<file path="src/rtl/fifo.sv">
// Synchronous FIFO with first-word fall-through output and edge-detected requests.
//
// A push or pop request held high for several cycles is taken as a single event;
// only its rising edge (relative to the previous clock) enqueues or dequeues.
// The head word is always driven combinationally from storage, so the oldest
// entry is visible before any pop. When empty, data_out shows stale storage.
//
// Parameters:
//   WIDTH    data word width in bits
//   ADDR_W   pointer width; DEPTH = 2**ADDR_W entries
//
// Ports:
//   clk        single clock, all state updates on its rising edge
//   reset      asynchronous active-high reset; clears pointers, count and storage
//   data_in    word to enqueue
//   push       enqueue request (rising-edge detected)
//   pop        dequeue request (rising-edge detected)
//   data_out   head-of-queue word
//   empty      high when no entries are stored
//   full       high when DEPTH entries are stored
//   overflow   (FIFO_ERR_FLAGS_EN only) sticky: push event seen while full
//   underflow  (FIFO_ERR_FLAGS_EN only) sticky: pop event seen while empty
//
// Build option: define FIFO_ERR_FLAGS_EN to add the overflow/underflow outputs.

module fifo #(
  parameter int unsigned WIDTH  = 8,
  parameter int unsigned ADDR_W = 2
) (
  input  logic             clk,
  input  logic             reset,
  input  logic [WIDTH-1:0] data_in,
  input  logic             push,
  input  logic             pop,
  output logic [WIDTH-1:0] data_out,
  output logic             empty,
  output logic             full
`ifdef FIFO_ERR_FLAGS_EN
  ,
  output logic             overflow,
  output logic             underflow
`endif
);

  localparam int unsigned DEPTH = 2 ** ADDR_W;
  localparam logic [ADDR_W:0] DepthCount = (ADDR_W + 1)'(DEPTH);

  logic             push_q, pop_q;
  logic             push_evt, pop_evt;
  logic             do_write, do_read;
  logic [ADDR_W-1:0] wr_ptr_q, wr_ptr_d;
  logic [ADDR_W-1:0] rd_ptr_q, rd_ptr_d;
  logic [ADDR_W:0]   count_q, count_d;
  logic [WIDTH-1:0]  mem_q [DEPTH];

  // Request edge detection: one event per low-to-high transition.
  always_comb begin
    push_evt = push & ~push_q;
    pop_evt  = pop & ~pop_q;
  end

  always_comb begin
    empty = (count_q == '0);
    full  = (count_q == DepthCount);
  end

  // A push while full is accepted only alongside a pop, which frees the slot
  // the write pointer already points at. A pop while empty is always dropped.
  always_comb begin
    do_read  = pop_evt & ~empty;
    do_write = push_evt & (~full | pop_evt);
  end

  always_comb begin
    wr_ptr_d = wr_ptr_q;
    rd_ptr_d = rd_ptr_q;
    count_d  = count_q;
    if (do_write) begin
      wr_ptr_d = wr_ptr_q + 1'b1;
    end
    if (do_read) begin
      rd_ptr_d = rd_ptr_q + 1'b1;
    end
    unique case ({do_write, do_read})
      2'b10:   count_d = count_q + 1'b1;
      2'b01:   count_d = count_q - 1'b1;
      default: count_d = count_q;
    endcase
  end

  always_ff @(posedge clk or posedge reset) begin
    if (reset) begin
      push_q   <= 1'b0;
      pop_q    <= 1'b0;
      wr_ptr_q <= '0;
      rd_ptr_q <= '0;
      count_q  <= '0;
    end else begin
      push_q   <= push;
      pop_q    <= pop;
      wr_ptr_q <= wr_ptr_d;
      rd_ptr_q <= rd_ptr_d;
      count_q  <= count_d;
    end
  end

  always_ff @(posedge clk or posedge reset) begin
    if (reset) begin
      for (int i = 0; i < DEPTH; i++) begin
        mem_q[i] <= '0;
      end
    end else if (do_write) begin
      mem_q[wr_ptr_q] <= data_in;
    end
  end

  assign data_out = mem_q[rd_ptr_q];

`ifdef FIFO_ERR_FLAGS_EN
  logic overflow_q, underflow_q;

  always_ff @(posedge clk or posedge reset) begin
    if (reset) begin
      overflow_q  <= 1'b0;
      underflow_q <= 1'b0;
    end else begin
      overflow_q  <= overflow_q | (push_evt & full);
      underflow_q <= underflow_q | (pop_evt & empty);
    end
  end

  assign overflow  = overflow_q;
  assign underflow = underflow_q;
`endif

endmodule

</file>
<file path="config.mk">
export PLATFORM = sky130hd
export DESIGN_NAME = fifo
export DESIGN_NICKNAME = d
export VERILOG_FILES = /design/src/rtl/fifo.sv
export SDC_FILE = /design/constraint.sdc
export NUM_CORES = 1
export LEC_CHECK = 0
export BUFFER_PORTS_ARGS = -buffer_cell sky130_fd_sc_hd__buf_2
export CORE_ASPECT_RATIO = 1.2
export CORE_MARGIN = 2
export CORE_UTILIZATION = 57
export DETAILED_ROUTE_END_ITERATION = 12
export PLACE_DENSITY_LB_ADDON = 0.08
export SLEW_MARGIN = 40
export SYNTH_ARGS = -nofsm -noshare
export SYNTH_HDL_FRONTEND = slang
export SYNTH_SLANG_ARGS = --single-unit
</file>
<file path="constraint.sdc">
create_clock -name clk -period 2.4 [get_ports clk]
set_input_delay 0.36 -clock clk [delete_from_list [all_inputs] [get_ports clk]]
set_output_delay 0.36 -clock clk [all_outputs]
set_load 0.02 [all_outputs]
</file>
* Yosys cells after proc, flatten, opt, wreduce, memory -nomap -nowiden
Index checks and enable logic that the tools add are counted.
W data, S select, Z words.
** Storage, ports and cells
- Output and inout bits :: 10
- Word-level logic and storage cells :: 40
- Register bits :: 41
- Input port bits :: 12
** Operators by class
- Bitwise operators :: 11
- Muxes and demuxes :: 7
- Eq/ne operators :: 3
- Order comparisons :: 3
- $add $sub $neg :: 4
- Reductions and logical operators :: 3
** Operator list (count)
- $bwmux W32 :: 1
- $mux W8 :: 3
- $bmux W8 S2 :: 1
- $demux W8 S2 :: 1
- $ge A3 B3 Y1 const B :: 2
- $not A2 Y3 :: 2
- $pmux W3 S2 :: 1
- $add A2 B1 Y2 const B :: 2
- $and A1 B1 Y1 :: 4
- $not A1 Y1 :: 4
- $add A3 B1 Y3 const B :: 1
- $eq A3 B3 Y1 const B :: 1
- $logic_not A3 Y1 :: 1
- $lt A3 B1 Y1 const B :: 1
- $sub A3 B1 Y3 const B :: 1
- $eq A2 B1 Y1 const B :: 1
- $eq A2 B2 Y1 const B :: 1
- $reduce_bool A2 Y1 :: 1
- $logic_and A1 B1 Y1 :: 1
- $or A1 B1 Y1 :: 1

* Logic depth before layout (Yosys ltp)
- Depth in word-level cells :: 6
- Gate-level depth with buffers :: 11
- Gate-level depth less buffers :: 10

* Worst setup path before layout
OpenSTA, ideal clock, no wires.
- Path kind :: reg-to-reg
- Start :: register count_q[0]
- End :: register count_q[2]
- Clock period less this slack :: 2374 ps
- Path buffers :: 1
- Data arrival time :: 2295 ps
- Library setup time :: 79 ps
- Path slack :: 26 ps
- Cell stages (with the launch flop) :: 12
- Required time :: 2321 ps
- Cells stage by stage :: dfrtp_1 -> or3b_1 -> buf_4 -> inv_1 -> a21boi_0 -> inv_1 -> ha_1 -> inv_1 -> fa_1 -> xor2_1 -> nor2_1 -> xor2_1
** Between the ends
- Word-level cells in the longest chain between the ends :: 6
- Elaborated cells between the ends (all ways) :: 13
- Classes of those cells :: add/sub: 2; eq/ne: 3; mux: 1; bitwise: 5; reduce/logical: 2
** RTL lines
- start: declaration :: line 53 : logic [ADDR_W:0] count_q, count_d;
- start signal: assignment :: line 103 : count_q <= count_d;
- $eq A3 B3 Y1 (*) :: line 64 : full = (count_q == DepthCount);
- named net full :: line 37 : output logic full
- $not A1 Y1 (*) :: line 71 : do_write = push_evt & (~full | pop_evt);
- $or A1 B1 Y1 (*) :: line 71
- $and A1 B1 Y1 (*) :: line 71
- $eq A2 B1 Y1 or $eq A2 B2 Y1 (tied branches) :: line 84 : unique case ({do_write, do_read})
- $pmux W3 S2 or $reduce_bool A2 Y1 (tied branches)
The timed path passes the listed nets; every way through them passes the cells marked *.
A chain may end at the register's enable or synchronous reset.

* Final worst setup path
- Start :: register count_q[0]
- End :: register count_q[2]
** Between the ends
- Word-level cells in the longest chain between the ends :: 6
- Elaborated cells between the ends (all ways) :: 13
- Classes of those cells :: add/sub: 2; eq/ne: 3; mux: 1; bitwise: 5; reduce/logical: 2
** RTL lines (line)
- $eq A3 B3 Y1 :: 64
- $not A1 Y1 :: 71
- $or A1 B1 Y1 :: 71
- $and A1 B1 Y1 :: 71
- $eq A2 B1 Y1 or $eq A2 B2 Y1 (tied branches) :: 84
- $pmux W3 S2 or $reduce_bool A2 Y1 (tied branches)
Several ways; a longest one is shown, not always the timed one.

==> flow_summary_export.csv <==
group,metric,value,unit
cells_and_area,area.growth.synth_to_final,12.6,%
worst_setup_path,cpLargestDelayFamily,"adder cells",
clock_network,post_cts_resize_count,0,
detailed_routing,detailroute.wirelength.met3,115,um
worst_hold_path,hp-class,"in -> async",
cells_and_area,finalNetCount,166,
grt,grt_start_max_net_pins,42,
die,std_cell_rows,23,
yosys,synth_top_cell_by_area,"sky130_fd_sc_hd__dfrtp_1",
worst_setup_path,cp.arrival,2400,ps
detailed_routing,avgRoutedWirePerCell,16.8,um
worst_setup_path,critical_path.endpoint_type,"flop",
yosys,synth.area.top_cells,"sky130_fd_sc_hd__dfrtp_1, sky130_fd_sc_hd__mux2_2, sky130_fd_sc_hd__mux4_2, sky130_fd_sc_hd__o211ai_4, sky130_fd_sc_hd__ha_1",
grt,antenna_found_initial,0,
clock_network,clock_sink_total,41,
sta,period_share,91.0,%
power,power_density_over_the_cells,1360,nW/um^2
die,num_io_pins,22,
grt,grt-ovfl-total,0,
cells_and_area,layout.cells.most_common,"sky130_fd_sc_hd__dfrtp_1",
yosys,post_synth_instance_area,1920,sq um
place,detailedPlacementHpwl,2260,um
clock_network,post_cts.repair.setup_buffers,0,
detailed_routing,drcViolationCount,0,
worst_setup_path,crit_path_top_delay_cell,"sky130_fd_sc_hd__dfrtp_1",
detailed_routing,drtAntennaViolNets,0,
detailed_routing,vias,1035,
job,timing.max_cap.violations,0,
yosys,ff_latch_count_synth,41,
detailed_routing,drt_wl_total,3100,um
die,die_outline_area,3860,sq um
worst_setup_path,critical_path_required,2620,ps
sta,timing_hold_violations_final,0,
worst_setup_path,worstSetupPathType,"reg -> reg",
clock_network,insertion_delay_of_the_later_clocked_pin_in_the_worst_skew_pair,290,ps
worst_setup_path,path_max_fanout,4,
place,numPortBuffers,21,
clock_network,cts-buffers-inserted,5,
detailed_routing,firstDrtPassIters,3,
worst_setup_path,critical_path.cell_chain,"or3b_1 > inv_1 > a21boi_0 > inv_1 > ha_1 > inv_1 > fa_1 > xor2_1 > nor2_1 > xor2_1",
yosys,ys_warn_count,0,
worst_setup_path,crit_path_frequent_cell,"sky130_fd_sc_hd__inv_1",
place,gp_routability_congestion,0.715,
cells_and_area,most-common-layout-cells,"sky130_fd_sc_hd__dfrtp_1, sky130_fd_sc_hd__mux2_2, sky130_fd_sc_hd__buf_2",
die,chipWidth,57.0,um
worst_setup_path,slowest_cell_delay_on_critical_path,420,ps
worst_setup_path,crit_buf_inv,3,
clock_network,cts_tree,"done",
sta,setup_repair_after_global_routing_missed_its_margin,"false",
cells_and_area,post_route_non_filler_standard_cell_count,185,
power,p_leak,0.000990,uW
detailed_routing,wl_met1,1280,um
grt,global_route_wire_length_before_repair,5230,um
outcome,status,"finished clean",
clock_network,number_of_buffers_between_clock_root_and_the_deepest_sink,2,
yosys,synth.net_count,139,
detailed_routing,dr.max_layer_used,"met4",
die,core_region_area,3280,sq um
clock_network,ctsHoldBuffers,0,
place,inst_count_dp,178,
grt,first_global_vias,1151,
yosys,synth.yosys.seq_area_share,53.4,%
sta,layout_min_cycle_time,2180,ps
die,die_height,67.6,um
sta,report.final.slew_viol_count,0,
yosys,syn_avg_cell_area,15.9,sq um
clock_network,clock-root-buffer,"sky130_fd_sc_hd__clkbuf_8",
detailed_routing,violation_count_after_the_first_detailed_route_iteration,5,
sta,highest_attainable_clock_frequency,458,MHz
clock_network,path_clk_slew,70,ps
detailed_routing,met2_wirelength,1640,um
clock_network,htree_levels,2,
worst_setup_path,critPathLaunchType,"flop",
yosys,netlist-cell-type-count,23,
sta,final.setup_skew,6.68,ps
power,tot_pwr,2940,uW
sta,setup_viol,0,
sta,setup_total_negative_slack,0,ps
grt,total_routing_resource_utilization_after_global_routing,19.0,%
detailed_routing,route.detailed.vias_per_inst,5.59,
die,initial_core_util,58.6,%
cells_and_area,antenna_cells_inserted,0,
cells_and_area,drive_gt1_share,52.7,%
sta,remaining_max_slew_budget_at_the_tightest_pin,47.4,%
sta,timing_worst_slew_pin_value,787,ps
cells_and_area,finish.utilization,66.0,%
power,peakVddDrop,759,uV
yosys,syn_inst,121,
yosys,yosys.area.top_type_share,53.4,%
==> tightest hold or removal path: stages <==
cell and delay, ps:
sky130_fd_sc_hd__buf_2 90, sky130_fd_sc_hd__inv_1 40, sky130_fd_sc_hd__buf_4 410
==> synthesized netlist by cell type, drive strengths merged <==
master / n
dfrtp: 41
or3b: 1
xor2: 4
ha: 5
mux2i: 1
buf: 3
a21boi: 1
nor2: 2
fa: 1
mux4: 8
nor2b: 1
nor3: 1
mux2: 33
nor3b: 1
xnor2: 2
or2b: 1
clkbuf: 2
and2b: 1
inv: 8
o211ai: 4
==> path summary, 6_finish.rpt <==
kind                            startpoint    endpoint  slack (ps)  depth (start not counted)
max in group asynchronous            reset   mem_q[18]        1870                          3
worst max register to register  count_q[0]  count_q[2]         220                         10
worst max-delay path            count_q[0]  count_q[2]         220                         10
min in group clk                      push      push_q         190                          1
worst min register to register   mem_q[26]   mem_q[26]         500                          1
worst min-delay path                 reset  count_q[1]         170                          3
==> final cells by class <==
type	instances	area (sq um)
inverters	8	30.0
multi-input cells	67	842
fillers	246	1110
clock buffers	7	86.3
well taps	37	46.3
flip-flops and latches	41	1030
repair buffers	25	135
==> sequential cells by signal (all words and copies together), names as in the netlist <==
name and count:
mem_q 32, count_q 3, rd_ptr_q 2, wr_ptr_q 2, pop_q 1, push_q 1
==> per-layer routing <==
metal	vias up	track usage [%]
met5	-	0
met4	0	7.85
met3	5	5.36
met2	16	34.1
met1	527	21.2
li1	487	-
==> logic make-up (layout without fill, tap and decap cells) <==
| logic type | count (synthesis) | in the layout | synth area share (%) |
|---|---|---|---|
| multiplexers | 42 | 42 | 29.2 |
| flip-flops | 41 | 41 | 53.4 |
| AND/OR/NAND/NOR | 8 | 8 | 2.73 |
| adder cells (fa/ha/maj) | 6 | 6 | 4.29 |
| XOR/XNOR | 6 | 6 | 2.73 |
| AO/OA/AOI/OAI | 5 | 5 | 4.81 |
| buffers and inverters | 13 | 40 | 2.86 |
==> power by group <==
group | leakage [uW] | switching, uW | internal (uW)
logic | 0.000456 | 573 | 682
registers | 0.000490 | 211 | 1030
clock network | 0.0000443 | 214 | 228
==> stage by stage <==
step                      instance area [sq um]  hold slack (ps)  setup WS [ps]
after detailed placement                   2080              486            202
after CTS                                  2170              180            188
after global routing                       2170              182           62.0
final                                      2170              170            217
after floorplan                            1920              391           25.7
after global placement                     2080              480            330
Note: power is estimated with default switching activity, not from simulation.
